## config.mk

```make
export PLATFORM = sky130hd
export DESIGN_NAME = aes_cbc_ctrl
export DESIGN_NICKNAME = d
export VERILOG_FILES = /design/src/rtl/aes_cbc_ctrl.sv
export SDC_FILE = /design/constraint.sdc
export NUM_CORES = 2
export LEC_CHECK = 0
export CAP_MARGIN = 40
export CORE_AREA = 5 5 349 351
export CTS_CLUSTER_DIAMETER = 120
export CTS_CLUSTER_SIZE = 10
export DETAILED_ROUTE_END_ITERATION = 10
export DIE_AREA = 0 0 354 356
export PLACE_DENSITY_LB_ADDON = 0.25
export SYNTH_ARGS = -nofsm -noshare
export SYNTH_HDL_FRONTEND = slang
export SYNTH_SLANG_ARGS = --single-unit
```

## constraint.sdc

```tcl
create_clock -name clk -period 2.3 [get_ports clk]
set_input_delay 0.46 -clock clk [delete_from_list [all_inputs] [get_ports clk]]
set_output_delay 0.46 -clock clk [all_outputs]
set_load 0.01 [all_outputs]
```

## src/rtl/aes_cbc_ctrl.sv

```systemverilog
// CBC chaining controller driving an aes_128 core over its start/done handshake.
// Optional block counter output is enabled by defining AES_CBC_BLKCNT_EN.
module aes_cbc_ctrl #(
  parameter int unsigned TIMEOUT_CYCLES = 255
) (
  input  logic         clk,
  input  logic         rst,
  input  logic         cfg_load,
  input  logic [127:0] cfg_key,
  input  logic [127:0] cfg_iv,
  input  logic         cfg_decrypt,
  input  logic         s_valid,
  output logic         s_ready,
  input  logic [127:0] s_data,
  output logic         m_valid,
  input  logic         m_ready,
  output logic [127:0] m_data,
  output logic         busy,
  output logic         err_timeout,
  output logic         core_start,
  output logic         core_encrypt,
  output logic [127:0] core_plaintext,
  output logic [127:0] core_key,
  input  logic         core_done,
  input  logic [127:0] core_ciphertext
`ifdef AES_CBC_BLKCNT_EN
  ,
  output logic [31:0]  blk_count
`endif
);

  localparam logic [1:0] S_IDLE  = 2'd0;
  localparam logic [1:0] S_ISSUE = 2'd1;
  localparam logic [1:0] S_WAIT  = 2'd2;
  localparam logic [1:0] S_OUT   = 2'd3;

  localparam logic [15:0] TMO_LAST = 16'(TIMEOUT_CYCLES - 1);

  logic [1:0]   state;
  logic         key_valid;
  logic         mode;
  logic         armed;
  logic [15:0]  wait_cnt;
  logic [127:0] key;
  logic [127:0] chain;
  logic [127:0] saved_in;
  logic         in_fire;
  logic         done_ok;
  logic         tmo;

  assign s_ready      = (state == S_IDLE) & key_valid & ~cfg_load;
  assign in_fire      = s_valid & s_ready;
  assign core_start   = (state == S_ISSUE);
  assign m_valid      = (state == S_OUT);
  assign busy         = (state != S_IDLE);
  assign core_encrypt = ~mode;
  assign core_key     = key;

  // A done level still high from the previous op must drop once before it counts.
  assign done_ok = (state == S_WAIT) & armed & core_done;
  assign tmo     = (state == S_WAIT) & ~done_ok & (wait_cnt == TMO_LAST);

  always_ff @(posedge clk) begin
    if (rst) begin
      state          <= S_IDLE;
      key_valid      <= 1'b0;
      mode           <= 1'b0;
      armed          <= 1'b0;
      wait_cnt       <= '0;
      key            <= '0;
      chain          <= '0;
      saved_in       <= '0;
      core_plaintext <= '0;
      m_data         <= '0;
      err_timeout    <= 1'b0;
    end else begin
      case (state)
        S_IDLE: begin
          if (cfg_load) begin
            key         <= cfg_key;
            chain       <= cfg_iv;
            mode        <= cfg_decrypt;
            key_valid   <= 1'b1;
            err_timeout <= 1'b0;
          end else if (in_fire) begin
            core_plaintext <= mode ? s_data : (s_data ^ chain);
            if (mode) saved_in <= s_data;
            state <= S_ISSUE;
          end
        end
        S_ISSUE: begin
          wait_cnt <= '0;
          armed    <= 1'b0;
          state    <= S_WAIT;
        end
        S_WAIT: begin
          if (!core_done) armed <= 1'b1;
          wait_cnt <= wait_cnt + 16'd1;
          if (done_ok) begin
            m_data <= mode ? (core_ciphertext ^ chain) : core_ciphertext;
            chain  <= mode ? saved_in : core_ciphertext;
            state  <= S_OUT;
          end else if (tmo) begin
            // Abandon the block; chain keeps its pre-block value.
            err_timeout <= 1'b1;
            state       <= S_IDLE;
          end
        end
        S_OUT: begin
          if (m_ready) state <= S_IDLE;
        end
        default: state <= S_IDLE;
      endcase
    end
  end

`ifdef AES_CBC_BLKCNT_EN
  always_ff @(posedge clk) begin
    if (rst)                              blk_count <= '0;
    else if ((state == S_IDLE) && cfg_load) blk_count <= '0;
    else if (m_valid && m_ready)          blk_count <= blk_count + 32'd1;
  end
`endif

endmodule

```

==> impl_results.md <==
* Wirelength, routed at 115 mm
* Fill cells at 12.4k
* Hold violation total from the final report at 0
* Count of buffers inserted at the top-level ports at 908
* CP max-delay cell: clkdlybuf4s50_1
* RSZ-0062 raised after global routing: yes
* CTS tree: done
* Total of warnings raised by yosys at 0
* Placed cell areas at 39900 um^2
* Post-synthesis async set-or-reset flop share at 0%
* Most common flop cell mapped by yosys: dfxtp_1
* CP top delay family: buffers and inverters
* Final-report setup violation count at 0
* CP max stage delay at 500 ps
* WL per Instance at 19.6 um
* Switching power summed over all nets at 10.9 mW
* Number of maximum-capacitance constraint violations at 0
* First-iteration detailed-routing DRC count at 1263
* Synth Net Count at 4020
* Relative contribution of the clock network to total power at 31.7%
* Count of cell types in the netlist at 41
* Overall Power at 34.2 mW
* RePlAce Congestion at 0.828
* Upper clock frequency limit at 455 MHz
* Post-Syn Area per Cell at 8.23 um^2
* Antenna violations before repair at 32
* Clock-pin slew on the worst setup and hold paths at 60 ps
* Crit share post-route at 95.6%
* Comb pwr share at 29.0%
* Required time of the critical path at 1840 ps
* Final-stage net count at 4824
* Number of sinks on the clock net at 662
* Core region area at 119000 um^2
* Height of the die at 356 um
* Worst path bufs/invs at 2
* Post-detailed-route via-to-cell ratio at 4.52
* Floorplan die width at 354 um
* Peak supply drop at 0.496 mV
* Internal portion of total power at 23.3 mW
* Count of boundary I/O pins at 909
* Aggregate global routing overflow at 0
* Footprint of the multi-input gates at 14200 um^2
* Largest clock skew in the final design at 26.2 ps
* Hold_buf cts at 0
* Netlist area before placement at 28800 um^2
* Proportion of layout cells with a drive suffix above 1 at 4.92%
* Result of the run: finished, final reports clean
* Via total after detailed routing at 26.6k
* Clock root buffer: clkbuf_16
* Initial core utilization at 24.2%
* Maximum number of pins on one net before global-route repair at 172
* Area of all sequential standard cells at 13300 um^2
* Cell leakage power at 13.7 nW
* Final Max Slew Viols at 0
* Classification of the worst setup path: reg -> out
* Tightest Hold Check Type: in -> reg
* Fraction of power spent switching nets at 31.9%
* Full die area at 126000 um^2
* Global-route wire length before repair at 169 mm
* First-pass DRT Iterations at 5
* Largest fanout of any net on the critical path at 9
* Number of buffers between clock root and the deepest sink at 3
* Number of clock buffers inserted by TritonCTS at 76
* Count of unresolved DRC violations after routing at 0
* DPL Wire Length at 83.9 mm
* Fin Setup TNS at 0 ps
* Via count of the first global-routing pass at 26.3k
* Slew at the pin closest to its max-slew limit at 943 ps
* Register bit count reported by yosys at 662
* Mapped Cells at 3494
* Slew margin rel. at 37.2%
* Total power per unit cell area at 815 nW/um^2
* FP Rows at 127
* Share of power burned in registers at 39.3%
* Number of antenna-violating nets in the routed design at 0
* Layout area overhead at 46.1%
* Clock latency reported for the late side of the worst-skew pair at 640 ps
* Type of element capturing the critical path: output pin
* Post-synth EDFFs at 0
* Design area at 42000 um^2
* List of cells traversed by the critical path: inv_1 > clkdlybuf4s50_1
* Final worst path period need at 2200 ps
* Total GRT Usage at 17.4%
* Crit path arrival time at 1740 ps
* Startpoint type of the worst setup path: flop
* Seq/Total Area, Yosys at 46.1%
* CTS H-Tree Depth at 3
## registers in the layout (all words and copies together) (netlist names)
register        flops
chain             128
state               2
m_data            128
armed               1
wait_cnt           16
core_plaintext    128
core_key          128
saved_in          128
key_valid           1
mode                1
err_timeout         1
## stage by stage
stage | utilization [%] | cells | setup slack (ps) | hold slack (ps)
6_report | 35.4 | 5880 | 101 | 294
5_1_grt | 35.4 | 5874 | -12.0 | 296
4_1_cts | 35.4 | 5854 | 13.2 | 253
3_5_place_dp | 33.6 | 5764 | 23.5 | 446
3_3_place_gp | 33.6 | 5764 | 102 | 440
2_1_floorplan | - | 3494 | 443 | 436
## routing by layer
metal / routed length [um] / vias to the layer above / part of all wire, % / global-route usage (%)
met1: 46400 / 12300 / 40 / 20.3
met4: 4110 / 12 / 3.6 / 6.70
met5: 80 / - / 0.069 / 0
met2: 56500 / 737 / 49 / 30.1
met3: 8120 / 182 / 7.0 / 5.01
li1: - / 13300 / - / -
## layout make-up
type                       count  area share, %
antenna                       25          0.149
clock buffer                  79           4.55
timing repair buffer        1017           25.0
inverter                       9         0.0893
sequential                   662           31.5
clock inverter                 8          0.298
multi-input combinational   2532           33.8
tap                         1548           4.61
## synthesized netlist by cell type (all sizes together) (2+ instances only)
master / n / area (um^2)
and4: 2 / 17.5
and3: 4 / 25.0
mux2i: 129 / 1290
nand2b: 3 / 18.8
a211oi: 258 / 1940
buf: 142 / 802
a21oi: 393 / 1970
clkbuf: 149 / 559
nor2b: 129 / 807
o21ai: 5 / 25.0
xnor2: 130 / 1140
xor2: 137 / 1200
o211ai: 128 / 961
nand3: 6 / 30.0
ha: 7 / 87.6
dfxtp: 662 / 13300
and2: 4 / 25.0
o22ai: 2 / 18.8
nor2: 271 / 1020
inv: 9 / 33.8
nand4: 4 / 40.0
or3: 3 / 18.8
nand2: 904 / 3390
## cells in the final DEF, fill, tap and decap left out, types with 3 or more instances in the layout
| cell type | synthesis | routed |
|---|---|---|
| nor2_1 | 271 | 270 |
| clkinv_8 | 0 | 4 |
| clkdlybuf4s50_1 | 0 | 903 |
| a211oi_1 | 258 | 258 |
| xor2_1 | 137 | 137 |
| clkbuf_16 | 0 | 76 |
| nor2b_1 | 129 | 129 |
| diode_2 | 0 | 25 |
| buf_12 | 0 | 48 |
| buf_4 | 32 | 61 |
| and3_1 | 4 | 3 |
| nand4_1 | 3 | 3 |
| nand2b_1 | 3 | 3 |
| nand2_1 | 904 | 902 |
| or3_1 | 3 | 3 |
| o211ai_1 | 128 | 128 |
| o21ai_0 | 5 | 5 |
| inv_1 | 9 | 6 |
| dfxtp_1 | 662 | 661 |
| xnor2_1 | 130 | 130 |
| mux2i_1 | 129 | 129 |
| a21oi_1 | 393 | 393 |
| ha_1 | 7 | 5 |
| clkbuf_1 | 149 | 3 |
| and2_4 | 0 | 3 |
| nand3_1 | 6 | 6 |
## worst paths after layout
kind,startpoint,endpoint,slack [ps],cells after the start
max,mode$_SDFFE_PP0P_,core_encrypt,100,2
max reg2reg,state[1]$_SDFFE_PP0P_,chain[45]$_SDFFE_PP0P_,300,9
min,rst,saved_in[120]$_SDFFE_PP0P_,290,2
min reg2reg,core_key[91]$_SDFFE_PP0P_,core_key[91]$_SDFFE_PP0P_,450,2
## power by group through the flow
stage	clock [mW]	sequential, mW	combinational [mW]
floorplan	0	13.7	5.26
global placement	0	13.7	9.97
detailed placement	0	13.7	10.0
CTS	11.3	13.5	10.1
global route	11.7	13.6	10.9
finish	10.9	13.5	9.92
## cell families after synthesis
family          synth area share (%)
simple gates                    19.0
compound gates                  17.2
flops                           46.1
buf+inv                         4.85
xor+xnor                        8.13
mux                             4.49
fa+ha+maj                      0.304
## timing repair
action / CTS / global route
resized for setup: 11 / 1
endpoints found under the hold margin: 0 / 0
endpoints found under the setup margin: 4 / 2
pin swaps: 2 / 0
setup buffers: 3 / 1
No activity file was read; power rests on OpenSTA's default activity.
